**src/rtl/ir_packet_tx_param.sv**
```systemverilog
// IR packet transmitter: start burst, car-select burst and one burst per command bit, each followed by a gap.
// Timing, command and repeat count are latched when a packet is accepted and stay fixed until it finishes.
module ir_packet_tx_param #(
  parameter int CMD_BITS = 4,
  parameter int LEN_W    = 8,
  parameter int DIV_W    = 12,
  parameter int RPT_W    = 3
) (
  input  logic                CLK,
  input  logic                RESET,
  input  logic                SEND_PACKET,
  input  logic [CMD_BITS-1:0] COMMAND,
  input  logic [DIV_W-1:0]    HALF_PERIOD,
  input  logic [LEN_W-1:0]    LEN_START,
  input  logic [LEN_W-1:0]    LEN_CARSEL,
  input  logic [LEN_W-1:0]    LEN_GAP,
  input  logic [LEN_W-1:0]    LEN_ONE,
  input  logic [LEN_W-1:0]    LEN_ZERO,
  input  logic [RPT_W-1:0]    REPEAT,
  output logic                IR_LED,
  output logic                BUSY,
  output logic                DONE,
  output logic [2:0]          CURRENT_STATE
);

  localparam int DUR_W = LEN_W + DIV_W + 1;
  localparam int GC_W  = $clog2(CMD_BITS + 2);

  typedef enum logic [2:0] {
    IDLE   = 3'd0,
    START  = 3'd1,
    GAP    = 3'd2,
    CARSEL = 3'd3,
    ONE    = 3'd4,
    ZERO   = 3'd5
  } state_t;

  state_t              state, state_n;
  logic [DUR_W-1:0]    dur_cnt, dur_load_val;
  logic [DIV_W-1:0]    div_cnt;
  logic                phase;
  logic [GC_W-1:0]     gap_cnt, bit_idx;
  logic [RPT_W-1:0]    rpt_cnt, rpt_q;
  logic [CMD_BITS-1:0] cmd_q;
  logic [DIV_W-1:0]    h_q, h_sel;
  logic [LEN_W-1:0]    ls_q, lc_q, lg_q, l1_q, l0_q, len_sel;
  logic                done_q;
  logic                burst, last, cmd_bit;
  logic                load, accept, gap_inc, gap_clr, rpt_inc, rpt_clr, done_n;

  function automatic logic [DIV_W-1:0] clamp_h(input logic [DIV_W-1:0] v);
    return (v == '0) ? DIV_W'(1) : v;
  endfunction

  function automatic logic [LEN_W-1:0] clamp_l(input logic [LEN_W-1:0] v);
    return (v == '0) ? LEN_W'(1) : v;
  endfunction

  assign burst   = (state == START) || (state == CARSEL) || (state == ONE) || (state == ZERO);
  assign last    = (dur_cnt == '0);
  // Gap g (0-based) is followed by the car-select burst for g=0, else by bit g-1.
  assign bit_idx = gap_cnt - GC_W'(1);
  assign cmd_bit = |(cmd_q & (CMD_BITS'(1) << bit_idx));

  always_comb begin
    state_n = state;
    load    = 1'b0;
    accept  = 1'b0;
    gap_inc = 1'b0;
    gap_clr = 1'b0;
    rpt_inc = 1'b0;
    rpt_clr = 1'b0;
    done_n  = 1'b0;
    case (state)
      IDLE: begin
        if (SEND_PACKET) begin
          state_n = START;
          load    = 1'b1;
          accept  = 1'b1;
        end
      end
      START, CARSEL, ONE, ZERO: begin
        if (last) begin
          state_n = GAP;
          load    = 1'b1;
        end
      end
      GAP: begin
        if (last) begin
          if (gap_cnt == GC_W'(CMD_BITS + 1)) begin
            gap_clr = 1'b1;
            if (rpt_cnt < rpt_q) begin
              state_n = START;
              load    = 1'b1;
              rpt_inc = 1'b1;
            end else begin
              state_n = IDLE;
              rpt_clr = 1'b1;
              done_n  = 1'b1;
            end
          end else begin
            state_n = (gap_cnt == '0) ? CARSEL : (cmd_bit ? ONE : ZERO);
            load    = 1'b1;
            gap_inc = 1'b1;
          end
        end
      end
      default: state_n = IDLE;
    endcase
  end

  // The length of the state being entered; on accept the registers are not loaded yet.
  always_comb begin
    len_sel = LEN_W'(1);
    case (state_n)
      START:   len_sel = accept ? clamp_l(LEN_START) : ls_q;
      GAP:     len_sel = lg_q;
      CARSEL:  len_sel = lc_q;
      ONE:     len_sel = l1_q;
      ZERO:    len_sel = l0_q;
      default: len_sel = LEN_W'(1);
    endcase
    h_sel        = accept ? clamp_h(HALF_PERIOD) : h_q;
    dur_load_val = ((DUR_W'(h_sel) * DUR_W'(len_sel)) << 1) - DUR_W'(1);
  end

  always_ff @(posedge CLK) begin
    if (RESET) begin
      state   <= IDLE;
      dur_cnt <= '0;
      div_cnt <= '0;
      phase   <= 1'b0;
      gap_cnt <= '0;
      rpt_cnt <= '0;
      rpt_q   <= '0;
      cmd_q   <= '0;
      h_q     <= '0;
      ls_q    <= '0;
      lc_q    <= '0;
      lg_q    <= '0;
      l1_q    <= '0;
      l0_q    <= '0;
      done_q  <= 1'b0;
    end else begin
      state  <= state_n;
      done_q <= done_n;
      if (accept) begin
        cmd_q <= COMMAND;
        h_q   <= clamp_h(HALF_PERIOD);
        ls_q  <= clamp_l(LEN_START);
        lc_q  <= clamp_l(LEN_CARSEL);
        lg_q  <= clamp_l(LEN_GAP);
        l1_q  <= clamp_l(LEN_ONE);
        l0_q  <= clamp_l(LEN_ZERO);
        rpt_q <= REPEAT;
      end
      if (load) begin
        dur_cnt <= dur_load_val;
      end else if (dur_cnt != '0) begin
        dur_cnt <= dur_cnt - DUR_W'(1);
      end
      // Carrier restarts high on every state entry so each burst holds whole periods.
      if (load) begin
        div_cnt <= h_sel - DIV_W'(1);
        phase   <= 1'b0;
      end else if (burst) begin
        if (div_cnt == '0) begin
          div_cnt <= h_q - DIV_W'(1);
          phase   <= ~phase;
        end else begin
          div_cnt <= div_cnt - DIV_W'(1);
        end
      end
      if (gap_clr || accept) begin
        gap_cnt <= '0;
      end else if (gap_inc) begin
        gap_cnt <= gap_cnt + GC_W'(1);
      end
      if (rpt_clr || accept) begin
        rpt_cnt <= '0;
      end else if (rpt_inc) begin
        rpt_cnt <= rpt_cnt + RPT_W'(1);
      end
    end
  end

  assign IR_LED        = burst && !phase;
  assign BUSY          = (state != IDLE);
  assign DONE          = done_q;
  assign CURRENT_STATE = state;

endmodule

```
**config.mk**
```make
export PLATFORM = sky130hd
export DESIGN_NAME = ir_packet_tx_param
export DESIGN_NICKNAME = d
export VERILOG_FILES = /design/src/rtl/ir_packet_tx_param.sv
export SDC_FILE = /design/constraint.sdc
export NUM_CORES = 1
export LEC_CHECK = 0
export CAP_MARGIN = 25
export CORE_MARGIN = 4
export CORE_UTILIZATION = 51
export CTS_CLUSTER_DIAMETER = 120
export DETAILED_ROUTE_END_ITERATION = 7
export GPL_TIMING_DRIVEN = 0
export PLACE_DENSITY_LB_ADDON = 0.05
export SYNTH_ARGS = -nofsm -noshare
export SYNTH_HDL_FRONTEND = slang
export SYNTH_SLANG_ARGS = --single-unit
```
**constraint.sdc**
```tcl
create_clock -name CLK -period 24.8 [get_ports CLK]
set_input_delay 4.96 -clock CLK [delete_from_list [all_inputs] [get_ports CLK]]
set_output_delay 4.96 -clock CLK [all_outputs]
set_load 0.03 [all_outputs]
```
Word-level counts from Yosys, hierarchy flattened

Index checks and enable logic that the tools add are counted.

Register bits: 103
Bits of input ports: 62
Output and inout bits: 6
Word-level logic and storage cells: 108

Add/subtract/negate cells: 8
$mul: 1
$lt $le $gt $ge: 1
Eq/ne operators: 11
Shift-type cells: 1
Muxes and demuxes: 42
Bitwise operators: 2
Reductions and logical operators: 27

Operator list:

| operator              | count |
|---|---|
| $mux 12               | 5 |
| $mux 8                | 6 |
| $mux 21               | 2 |
| $sub 21x1->21 const B | 2 |
| $logic_not 8->1       | 5 |
| $pmux 8 s5            | 1 |
| $sub 12x1->12 const B | 3 |
| $logic_not 12->1      | 2 |
| $logic_not 21->1      | 1 |
| $mux 1                | 21 |
| $reduce_bool 21->1    | 1 |
| $mul 12x8->20         | 1 |
| $eq 3x3->1 const B    | 5 |
| $mux 3                | 5 |
| $eq 3x2->1 const B    | 4 |
| $pmux 3 s3            | 1 |
| $reduce_or 4->1       | 2 |
| $add 3x1->3 const B   | 2 |
| $eq 3x1->1 const B    | 2 |
| $logic_not 3->1       | 2 |
| $reduce_or 2->1       | 3 |
| $logic_or 1x1->1      | 5 |
| $and 4x4->4           | 1 |
| $reduce_bool 2->1     | 2 |
| other kinds (9)       | 9 |

Depth between registers and ports, before layout

Gate-level depths: netlist (run 1).

Depth in word-level cells: 14
Gate-level depth with buffers: 32
Gate-level depth less buffers: 29

Worst setup path after synthesis (run 1)

OpenSTA, ideal clock, no wires.

Path kind: input -> register
Start point: input SEND_PACKET
End point: register dur_cnt[20]
Library setup time: 0.079 ns
Arrival: 12.395 ns
Required time: 24.721 ns
Setup slack: 12.326 ns
Stages: 26
Path buffers: 5
Cell sequence: and3_1 clkbuf_1 clkbuf_1 clkbuf_1 mux2i_1 o21ai_0 a221oi_1 clkbuf_1 nor2_1 fa_1 fa_1 fa_1 inv_1 fa_1 inv_1 ha_1 clkbuf_1 a2111oi_0 o21a_1 o221ai_1 nor4_1 or4b_2 nor2_1 o211ai_1 or3_1 o211ai_1

Longest elaborated chain between the ends: 7
Elaborated cells between the ends (all ways): 17
Those cells by class: 1 x add/sub; 1 x mul; 5 x eq/ne; 9 x mux; 1 x reduce/logical

Ends and longest elaborated chain:

| what                                 | line | RTL |
|---|---|---|
| start, declared                      | 11   | `input logic SEND_PACKET,` |
| $mux 3 or $mux 1 (tied branches)     | 76   | `if (SEND_PACKET) begin` |
| $pmux 3 s3 or $mux 1 (tied branches) | 74   | `case (state)` |
| $eq 3x3->1 (tied with other cells)   | 115  | `case (state_n)` |
| $pmux 8 s5                           | 115  |  |
| $mul 12x8->20                        | 124  | `dur_load_val = ((DUR_W'(h_sel) * DUR_W'(len_sel)) << 1) - DUR_W'(1);` |
| $sub 21x1->21                        | 124  |  |
| $mux 21                              | 157  | `if (load) begin` |
| end signal, assigned                 | 158  | `dur_cnt <= dur_load_val;` |
| end signal, assigned                 | 160  | `dur_cnt <= dur_cnt - DUR_W'(1);` |
| end, declared                        | 39   | `logic [DUR_W-1:0] dur_cnt, dur_load_val;` |

Parallel ways exist; a longest one is shown, timed or not.
A chain may end at the register's enable or synchronous reset.

Worst setup path in the final report (run 1)

Ends and elaborated chain as after synthesis.

==> flow_summary_export.csv, run 1 <==
group,metric,value,unit
status,status,"finished clean",
drt,ant_nets,0,
global_route,grt-ovfl-total,0,
min_path,hp-class,"reg2reg",
pwr,p_leak,4.28,nW
sta,setup_ws,10110,ps
critical_path,slowest_stage,"a2111oi_0",
yosys,yosys.area_share.simple,24.7,%
sta,worstMarginPinSlew,1150,ps
layout,final_nets,1393,
drt,first_iter_violations,703,
yosys,synth_nets,1308,
floorplanning,die_w,140,um
yosys,synthFlopType,"dfxtp_1",
floorplanning,die_height,140,um
critical_path,worstPathMaxFanout,10,
critical_path,cp.arrival,14960,ps
clocking,clock_latency,340,ps
drt,dr.pass1.iters,6,
critical_path,start_kind,"input port",
yosys,synth_compound_area_share,17.1,%
critical_path,critical_path_class,"in2reg",
placed_design,pre_cts_slack,9940,ps
critical_path,slowest_delay,1010,ps
yosys,syn_area_per_cell,7.78,um2
yosys,synth_top_family_by_area,"simple AND/OR/NAND/NOR gates",
layout,n_antenna_cell,0,
critical_path,worstPathRequired,25070,ps
layout,synthToLayoutAreaGrowth,15.1,%
sta,hold_viol,0,
layout,fillers,1596,
yosys,ys_types,64,
sta,min_period_over_period,59.2,%
job,maxCapViolCount,0,
drt,vias,8299,
clocking,htree_levels,3,
clocking,hold_buffers,0,
drt,avgViaCountPerCell,5.75,
yosys,synth_xor_area_share,4.37,%
sta,slew_headroom,21.5,%
floorplanning,pin_count,68,
clocking,cts_buffers,9,
sta,clock_skew,6.60,ps
global_route,antenna_found_initial,0,
drt,wl,25.4,mm
global_route,grt_pass1_vias,8003,
sta,fmax,68.1,MHz
drt,drc_errors,0,
clocking,clock_path_buffers,2,
placed_design,place_congestion,0.921,
floorplanning,die_area,19500,um2
global_route,grt_pass1_wl,41.6,mm
drt,avgRoutedWirePerCell,17.6,um
yosys,ys_warn_count,0,
yosys,synthAdderAreaFrac,21.0,%
global_route,grt_usage,26.3,%
layout,drive_above_1_share,5.64,%
pwr,peakVddDrop,0.0383,mV
sta,setup_viol,0,
pwr,powerDensity,62.2,nW/um2
yosys,synth_area,8820,um2
floorplanning,row_count,47,
sta,setup_tns,0,ps
placed_design,hpwl,20.4,mm
yosys,synth_cells,1134,
floorplanning,core,16800,um2
yosys,synth-edff-count,0,
global_route,grt_start_max_net_pins,17,
sta,rsz0062_at_grt,"no",
sta,drv_slew,0,
clocking,cts-resized-gates,0,
placed_design,io_buffers,67,
yosys,async_flop_share,0,%
clocking,clk_pin_slew,70,ps
floorplanning,initial_core_util,52.7,%
clocking,post_cts_buffers,0,
clocking,cts_tree,"built",
yosys,synthMuxAreaShare,2.88,%
yosys,ys_seq_area_share,23.4,%
layout,final_util,60.6,%
yosys,synth_seq_cells,103,
critical_path,end_kind,"flip-flop",
clocking,root_buffer,"clkbuf_16",
sta,fin_crit,14690,ps
clocking,cts.sinks,103,
## synth_stat cells, drive strengths merged, types with 22 or more instances
| library cell | n | area, um2 |
|---|---|---|
| nor2 | 158 | 593 |
| nand2 | 123 | 462 |
| dfxtp | 103 | 2060 |
| inv | 98 | 368 |
| a21oi | 86 | 430 |
| fa | 60 | 1200 |
| ha | 52 | 651 |
| clkbuf | 51 | 191 |
| o21ai | 39 | 199 |
| or2 | 38 | 238 |
| a211oi | 31 | 233 |
| nand3 | 30 | 150 |
| nor3 | 25 | 125 |
| xnor2 | 23 | 201 |
| mux2i | 22 | 220 |
## sequential cells by signal, summed over array words and instances (netlist names)
name / flops
CURRENT_STATE: 3
DONE: 1
cmd_q: 4
div_cnt: 12
dur_cnt: 21
gap_cnt: 3
h_q: 12
l0_q: 8
l1_q: 8
lc_q: 8
lg_q: 8
ls_q: 8
phase: 1
rpt_cnt: 3
rpt_q: 3
## final timing paths
check,to,from,slack [ps],depth (start not counted)
min,lg_q[5],lg_q[5],460,2
min reg2reg,lg_q[5],lg_q[5],460,2
max reg2reg,dur_cnt[20],dur_cnt[12],13990,29
max,dur_cnt[20],SEND_PACKET,10110,28
## metal layers
metal  GRT usage [%]  share of wire [%]
met1            39.3                 48
met2            39.9                 43
met3            4.73                6.6
met4            5.81                1.7
met5               0                  0
## power by group
group / internal (mW) / switching, mW
Clock: 0.0986 / 0.0629
Sequential: 0.183 / 0.0144
Combinational: 0.105 / 0.167
Total: 0.387 / 0.245
## cell usage in the layout, fill, tap and decap left out, drive strengths merged, types with 4 or more instances in the layout
| cell type | count |
|---|---|
| a211o | 4 |
| a211oi | 31 |
| a21o | 5 |
| a21oi | 86 |
| a221oi | 12 |
| a22oi | 5 |
| a311oi | 5 |
| and2 | 7 |
| buf | 13 |
| clkbuf | 61 |
| clkdlybuf4s50 | 67 |
| dfxtp | 103 |
| fa | 60 |
| ha | 52 |
| inv | 99 |
| mux2i | 22 |
| nand2 | 123 |
| nand2b | 10 |
| nand3 | 30 |
| nand3b | 5 |
| nand4 | 7 |
| nand4b | 4 |
| nor2 | 158 |
| nor2b | 7 |
| nor3 | 25 |
| nor3b | 6 |
| nor4 | 19 |
| o211ai | 9 |
| o21a | 4 |
| o21ai | 39 |
| o311ai | 5 |
| or2 | 38 |
| or3 | 11 |
| or4 | 6 |
| xnor2 | 23 |
| xor2 | 21 |
## worst max-delay path: cells and delay by family
family                   cells  cell delay [ps]
AND/OR/NAND/NOR              6             1740
AO/OA/AOI/OAI                7             2690
multiplexers                 1              330
adder cells (fa/ha/maj)      5             2490
buffers and inverters        9             2750
## kinds of logic (layout without fill, tap and decap cells)
group                      after synthesis  in the layout
muxes                                   25             25
AOI/OAI and AO/OA                      232            232
xor gates and xnor gates                44             44
DFF                                    103            103
buffers and inverters                  155            244
adders and majority gates              112            112
and+or+nand+nor                        463            463
## per-stage QoR
step / std cells / cell area (um2) / power [mW] / hold slack [ps]
after floorplan: 1134 / 8820 / 0.389 / 432
after global placement: 1421 / 9770 / 0.465 / 446
after detailed placement: 1424 / 9790 / 0.468 / 450
after CTS: 1439 / 10100 / 0.630 / 459
after global routing: 1443 / 10200 / 0.676 / 476
final: 1443 / 10200 / 0.631 / 458
## final cells by class
type	count	area (um2)	area share, %
tap	220	275	2.71
multi-input combinational	876	6180	60.8
timing repair buffer	74	723	7.12
clock inverter	5	106	1.05
inverter	98	368	3.62
sequential	103	2060	20.3
clock buffer	10	229	2.25
buffer	57	218	2.14
Power figures use the tool's default switching activity.
==> inputs of run 2 (changes only) <==
clock period = 14.27 ns   (was 24.8 ns; I/O delays follow)
==> results of run 2 <==
Same layout as run 1 (identical final DEF). Status: finished clean.
Among the figures that moved: setup slack after placement 9940 ps -> 1520 ps; setup slack after layout 10110 ps -> 1690 ps; register-to-register setup slack 13990 ps -> 3460 ps; total power 0.631 mW -> 1.10 mW; worst IR drop on VDD 0.0383 mV -> 0.0665 mV
